## src/rtl/dwiz_interlock_if.sv

```systemverilog
// rtl/dwiz_interlock_if.sv - hazard-detection signal bundle between the MIPS pipeline and dwiz_interlock
// Purpose: groups the ID/EX/MEM hazard inputs and the stall/bubble/monitor outputs.
// Ports (as seen by the interlock, modport slave):
//   in : id_rs, id_rt, id_rs_used, id_rt_used, id_branch, id_mdu_op, id_hilo_read,
//        id2exRd, id2exRegWrite, id2exMemRead, ex2memRd, ex2memMemRead
//   out: pc_stall, if2id_stall, id2ex_bubble, mdu_busy, stall_count
interface dwiz_interlock_if;
  logic [4:0]  id_rs;
  logic [4:0]  id_rt;
  logic        id_rs_used;
  logic        id_rt_used;
  logic        id_branch;
  logic [1:0]  id_mdu_op;
  logic        id_hilo_read;
  logic [4:0]  id2exRd;
  logic        id2exRegWrite;
  logic        id2exMemRead;
  logic [4:0]  ex2memRd;
  logic        ex2memMemRead;
  logic        pc_stall;
  logic        if2id_stall;
  logic        id2ex_bubble;
  logic        mdu_busy;
  logic [31:0] stall_count;

  modport master (
    output id_rs, id_rt, id_rs_used, id_rt_used, id_branch, id_mdu_op, id_hilo_read,
           id2exRd, id2exRegWrite, id2exMemRead, ex2memRd, ex2memMemRead,
    input  pc_stall, if2id_stall, id2ex_bubble, mdu_busy, stall_count
  );

  modport slave (
    input  id_rs, id_rt, id_rs_used, id_rt_used, id_branch, id_mdu_op, id_hilo_read,
           id2exRd, id2exRegWrite, id2exMemRead, ex2memRd, ex2memMemRead,
    output pc_stall, if2id_stall, id2ex_bubble, mdu_busy, stall_count
  );
endinterface

```

## src/rtl/dwiz_interlock.sv

```systemverilog
// rtl/dwiz_interlock.sv - pipeline interlock: load-use, ID branch operand and MDU busy stalls
// Purpose: detects hazards that forwarding cannot cover, holds PC and IF/ID, bubbles ID/EX,
//          tracks MDU occupancy with a countdown FSM and counts stalled cycles (saturating).
// Ports:
//   clk  - rising-edge clock
//   rst  - synchronous reset, active-high
//   bus  - dwiz_interlock_if.slave (hazard inputs, stall/bubble/mdu_busy/stall_count outputs)
module dwiz_interlock #(
  parameter int MULT_CYCLES = 5,
  parameter int DIV_CYCLES  = 32
) (
  input logic            clk,
  input logic            rst,
  dwiz_interlock_if.slave bus
);

  typedef enum logic {IDLE, BUSY} mduState_t;

  localparam logic [5:0] MULT_LOAD = 6'(MULT_CYCLES);
  localparam logic [5:0] DIV_LOAD  = 6'(DIV_CYCLES);

  mduState_t   state;
  mduState_t   stateNext;
  logic [5:0]  busyCnt;
  logic [5:0]  busyCntNext;
  logic [31:0] stallCount;

  logic exMatch;
  logic memMatch;
  logic loadUse;
  logic branchHaz;
  logic mduHaz;
  logic mduOp;
  logic stall;

  // $0 is hardwired to zero, so it can never carry a real dependency.
  assign exMatch  = (bus.id2exRd != 5'd0) &&
                    ((bus.id_rs_used && (bus.id2exRd == bus.id_rs)) ||
                     (bus.id_rt_used && (bus.id2exRd == bus.id_rt)));
  assign memMatch = (bus.ex2memRd != 5'd0) &&
                    ((bus.id_rs_used && (bus.ex2memRd == bus.id_rs)) ||
                     (bus.id_rt_used && (bus.ex2memRd == bus.id_rt)));

  // Opcode 11 is reserved and behaves as "no MDU op".
  assign mduOp     = (bus.id_mdu_op == 2'b01) || (bus.id_mdu_op == 2'b10);
  assign loadUse   = bus.id2exMemRead && exMatch;
  assign branchHaz = bus.id_branch &&
                     ((bus.id2exRegWrite && exMatch) || (bus.ex2memMemRead && memMatch));
  assign mduHaz    = (busyCnt != 6'd0) && (mduOp || bus.id_hilo_read);
  assign stall     = loadUse || branchHaz || mduHaz;

  assign bus.pc_stall     = stall;
  assign bus.if2id_stall  = stall;
  assign bus.id2ex_bubble = stall;
  assign bus.mdu_busy     = (busyCnt != 6'd0);
  assign bus.stall_count  = stallCount;

  always_ff @(posedge clk) begin
    if (rst) begin
      state   <= IDLE;
      busyCnt <= 6'd0;
    end else begin
      state   <= stateNext;
      busyCnt <= busyCntNext;
    end
  end

  always_comb begin
    stateNext   = state;
    busyCntNext = busyCnt;
    case (state)
      IDLE: begin
        // An op only leaves ID (is accepted) when nothing else holds the pipe.
        if (!stall) begin
          if (bus.id_mdu_op == 2'b01) begin
            busyCntNext = MULT_LOAD;
          end else if (bus.id_mdu_op == 2'b10) begin
            busyCntNext = DIV_LOAD;
          end
        end
      end
      BUSY: begin
        busyCntNext = busyCnt - 6'd1;
      end
      default: begin
        busyCntNext = 6'd0;
      end
    endcase
    // State always mirrors whether the countdown is non-zero.
    stateNext = (busyCntNext != 6'd0) ? BUSY : IDLE;
  end

  always_ff @(posedge clk) begin
    if (rst) begin
      stallCount <= 32'd0;
    end else if (stall && (stallCount != 32'hFFFF_FFFF)) begin
      stallCount <= stallCount + 32'd1;
    end
  end

endmodule

```

## src/flat_wrapper.sv

```systemverilog
// flat-port wrapper written by rule: the top's interface ports become plain ports
module dwiz_interlock_flat 
#(
  parameter int MULT_CYCLES = 5,
  parameter int DIV_CYCLES  = 32
)
  (clk, rst, bus_id_rs, bus_id_rt, bus_id_rs_used, bus_id_rt_used, bus_id_branch, bus_id_mdu_op, bus_id_hilo_read, bus_id2exRd, bus_id2exRegWrite, bus_id2exMemRead, bus_ex2memRd, bus_ex2memMemRead, bus_pc_stall, bus_if2id_stall, bus_id2ex_bubble, bus_mdu_busy, bus_stall_count);
  dwiz_interlock_if bus_i ();
  input logic clk;
  input logic rst;
  input wire logic [$bits(bus_i.id_rs)-1:0] bus_id_rs;
  input wire logic [$bits(bus_i.id_rt)-1:0] bus_id_rt;
  input wire logic [$bits(bus_i.id_rs_used)-1:0] bus_id_rs_used;
  input wire logic [$bits(bus_i.id_rt_used)-1:0] bus_id_rt_used;
  input wire logic [$bits(bus_i.id_branch)-1:0] bus_id_branch;
  input wire logic [$bits(bus_i.id_mdu_op)-1:0] bus_id_mdu_op;
  input wire logic [$bits(bus_i.id_hilo_read)-1:0] bus_id_hilo_read;
  input wire logic [$bits(bus_i.id2exRd)-1:0] bus_id2exRd;
  input wire logic [$bits(bus_i.id2exRegWrite)-1:0] bus_id2exRegWrite;
  input wire logic [$bits(bus_i.id2exMemRead)-1:0] bus_id2exMemRead;
  input wire logic [$bits(bus_i.ex2memRd)-1:0] bus_ex2memRd;
  input wire logic [$bits(bus_i.ex2memMemRead)-1:0] bus_ex2memMemRead;
  output wire logic [$bits(bus_i.pc_stall)-1:0] bus_pc_stall;
  output wire logic [$bits(bus_i.if2id_stall)-1:0] bus_if2id_stall;
  output wire logic [$bits(bus_i.id2ex_bubble)-1:0] bus_id2ex_bubble;
  output wire logic [$bits(bus_i.mdu_busy)-1:0] bus_mdu_busy;
  output wire logic [$bits(bus_i.stall_count)-1:0] bus_stall_count;
  assign bus_i.id_rs = bus_id_rs;
  assign bus_i.id_rt = bus_id_rt;
  assign bus_i.id_rs_used = bus_id_rs_used;
  assign bus_i.id_rt_used = bus_id_rt_used;
  assign bus_i.id_branch = bus_id_branch;
  assign bus_i.id_mdu_op = bus_id_mdu_op;
  assign bus_i.id_hilo_read = bus_id_hilo_read;
  assign bus_i.id2exRd = bus_id2exRd;
  assign bus_i.id2exRegWrite = bus_id2exRegWrite;
  assign bus_i.id2exMemRead = bus_id2exMemRead;
  assign bus_i.ex2memRd = bus_ex2memRd;
  assign bus_i.ex2memMemRead = bus_ex2memMemRead;
  assign bus_pc_stall = bus_i.pc_stall;
  assign bus_if2id_stall = bus_i.if2id_stall;
  assign bus_id2ex_bubble = bus_i.id2ex_bubble;
  assign bus_mdu_busy = bus_i.mdu_busy;
  assign bus_stall_count = bus_i.stall_count;
  dwiz_interlock #(.MULT_CYCLES(MULT_CYCLES), .DIV_CYCLES(DIV_CYCLES)) u_core (.clk(clk), .rst(rst), .bus(bus_i));
endmodule
```

## config.mk

```make
export PLATFORM = sky130hd
export DESIGN_NAME = dwiz_interlock_flat
export DESIGN_NICKNAME = d
export VERILOG_FILES = /design/src/rtl/dwiz_interlock_if.sv /design/src/rtl/dwiz_interlock.sv /design/src/flat_wrapper.sv
export SDC_FILE = /design/constraint.sdc
export NUM_CORES = 1
export LEC_CHECK = 0
export CAP_MARGIN = 30
export CORE_MARGIN = 2
export CORE_UTILIZATION = 52
export DETAILED_ROUTE_END_ITERATION = 10
export GPL_ROUTABILITY_DRIVEN = 0
export PLACE_DENSITY = 0.86
export SETUP_SLACK_MARGIN = 0.3
export SKIP_CTS_REPAIR_TIMING = 1
export SLEW_MARGIN = 5
export SYNTH_ARGS = -nofsm -noshare
export SYNTH_HDL_FRONTEND = slang
export SYNTH_SLANG_ARGS = --single-unit
```

## constraint.sdc

```tcl
create_clock -name clk -period 8.4 [get_ports clk]
set_clock_uncertainty 0.2 [all_clocks]
set_input_delay 1.68 -clock clk [delete_from_list [all_inputs] [get_ports clk]]
set_output_delay 1.68 -clock clk [all_outputs]
set_load 0.005 [all_outputs]
```

==> flow_summary.toml <==
[setup_path]
worstSetupStartpointType = "input pin"
r2r_cells = 7
worstPathCellList = "clkdlybuf4s50_1, or4_1, o211ai_1, a21o_1, and3_1, buf_8, inv_1, clkdlybuf4s50_1"
cp.depth = 8
worst_ep_required_time_ns = 6.52
timing.rr.start = "u_core.bus.stall_count[8]"
crit_top_cell = "clkdlybuf4s50_1"
worstPathMaxFanout = 33
crit_family = "buffers and inverters"
cp_num_buf_inv = 4
startpoint = "bus_ex2memRd[0]"
cp.arrival_ns = 4.20
critPathKind = "in2out"
cpMaxStageDelayCell = "or4_1"
cp-end-kind = "primary output"
slowest_delay_ns = 0.56

[drt]
top_layer = "met4"
via_per_inst = 6.107
vias = 2510
routed_wl_um = 6136
drt_iter0_markers = 164
wl_met2_um = 2834
wl_met1_um = 2780
drc = 0
ant_nets = 0
drt_pre_antenna_iters = 4
wl_met3_um = 465
wl_per_cell_um = 14.93

[sta]
fmax_ghz = 0.1645
final_max_slew_viol_count = 0
hold_violations = 0
min_period_ns = 6.080
setup_violations = 0
max_slew.worst_pin.slew_ns = 0.6018
min_period_over_period_pct = 72.39
rsz0062_at_grt = "false"
setup-tns-final_ns = 0
slew_headroom_pct = 59.57

[synthesis]
yosysTopAreaCell = "dfxtp_1"
syn_inst = 299
synth_area_um2 = 2447
yosys.area.top_type_share_pct = 31.90
ys_ff_latch = 39
synth_edf_count = 0
synthesis.nets = 334
synth_area_leaders = "dfxtp_1 (32%), or4_1 (7.4%), o31ai_1 (7.1%)"
synth_common_cells = "dfxtp_1 (39), a21oi_1 (29), or4_1 (24)"
async_flop_share_pct = 0
avgSynthCellArea_um2 = 8.185
ys_warn_count = 0
synth_seq_area_share_pct = 31.90
synth.distinct_cells = 42
synth_ff_type = "dfxtp_1"
yosysMostFrequentCell = "dfxtp_1"

[grt]
grt_pass1_wl_um = 9611
grt_max_degree = 45
antenna_found_initial = 0
track_usage_pct = 22.47
grt_overflow = 0
grt_pass1_vias = 2095

[place]
dp_hpwl_um = 4286
placedCellCount = 401
port_buffers = 66

[clock_network]
insertion_delay_ns = 0.29
cts_tree = "done"
cts_buffers = 5
clock_tree.buffer_depth = 2
clk_pin_slew_ns = 0.07
cts.sinks = 39
h-tree-depth = 2
root_buffer = "clkbuf_8"

[die]
die_y_um = 72.61
fp-row-count = 24
io_pins = 67
die_w_um = 72.61
start_util_pct = 55.07
core-area_um2 = 4444
die-area_um2 = 5271

[hold_path]
min_from = "u_core.bus.stall_count[5]"
hp-class = "reg2reg"
hold_depth = 2

[layout]
layout.cells.non_filler = 411
fillers = 364
nNetsFinal = 393
area_delta_synth_final_pct = 31.70
drive_above_1_share_pct = 6.685
antenna_cells = 0

[power_and_ir_drop]
ir_drop_mv = 0.1066
leakagePower_nw = 1.054
power.density_nw_per_um2 = 193.6

[job]
cap_violations = 0

[outcome]
status = "finished, final reports clean"
==> layer usage <==
layer | GRT usage [%] | vias to the layer above
met4 | 5.967 | 0
met1 | 28.63 | 1163
met2 | 38.38 | 92
met3 | 4.972 | 5
li1 | - | 1250
met5 | 0 | -
==> logic make-up after synthesis <==
kind of cell             after synthesis  share of synthesized area, %
adder cells (fa/ha/maj)                4                         2.045
buffers and inverters                 29                         5.930
AO/OA/AOI/OAI                         75                         19.68
flip-flops                            39                         31.90
multiplexers                           6                         2.761
AND/OR/NAND/NOR                      121                         28.73
XOR/XNOR                              25                         8.947
==> final timing paths <==
| check | endpoint | slack (ns) |
|---|---|---|
| setup / recovery | bus_if2id_stall | 2.32 |
| hold / removal | u_core.bus.stall_count[5] | 0.30 |
| setup reg to reg | u_core.bus.stall_count[17] | 5.46 |
| hold reg to reg | u_core.bus.stall_count[5] | 0.30 |
==> area by class of cell <==
cell class	instances	area (um2)	share of cell area [%]
clock inverters	3	43.79	1.359
well taps	52	65.06	2.019
flip-flops and latches	39	780.7	24.22
multi-input cells	231	1521	47.21
repair buffers	71	705.7	21.89
clock buffers	5	68.82	2.135
inverters	10	37.54	1.165
==> where the power goes <==
part | switching (W) | internal, W | leakage, nW
logic | 0.000113 | 0.000119 | 0.680
registers | 0.0000311 | 0.000205 | 0.316
clock network | 0.0000680 | 0.0000884 | 0.0581
total | 0.000212 | 0.000412 | 1.05
==> stage by stage <==
stage                     power [W]  area, um2  worst slack [ns]  hold WS [ns]  util (%)
after detailed placement  0.0004606       3088             1.718        0.2983     69.48
after global placement    0.0004543       3080             1.805        0.2787     69.31
after floorplan           0.0004017       2447             3.329        0.2765         -
after global routing      0.0006625       3223             2.167        0.3337     72.52
after CTS                 0.0006183       3201             1.700        0.3082     72.02
final                     0.0006241       3223             2.320        0.3044     72.52
==> worst min-delay path, cell delays in order (launching register included) <==
cell and delay (ns):
dfxtp_1 0.33, o31ai_1 0.07, a21oi_1 0.06
==> placed cells by master, fill, tap and decap left out, drive strengths merged, types with 4 or more instances in the layout <==
| cell | synthesis | final |
|---|---|---|
| o21ai | 8 | 8 |
| nor4 | 6 | 6 |
| or4 | 24 | 24 |
| xnor2 | 8 | 8 |
| nor2b | 10 | 10 |
| nor3 | 6 | 6 |
| nor2 | 15 | 15 |
| mux2 | 6 | 6 |
| o31ai | 23 | 23 |
| a211oi | 4 | 4 |
| or3 | 5 | 5 |
| buf | 10 | 5 |
| inv | 10 | 10 |
| and3 | 7 | 7 |
| dfxtp | 39 | 39 |
| ha | 4 | 4 |
| clkdlybuf4s50 | 0 | 66 |
| nand2 | 16 | 16 |
| a21oi | 29 | 29 |
| nand4 | 10 | 10 |
| xor2 | 17 | 17 |
| clkbuf | 9 | 5 |
| nand3 | 15 | 15 |
==> sequential cells by signal, summed over array words and instances, names as in the netlist <==
signal and cells:
u_core.bus.stall_count 32, u_core.busyCnt 6, u_core.state 1
(Power assumes the default switching activity.)
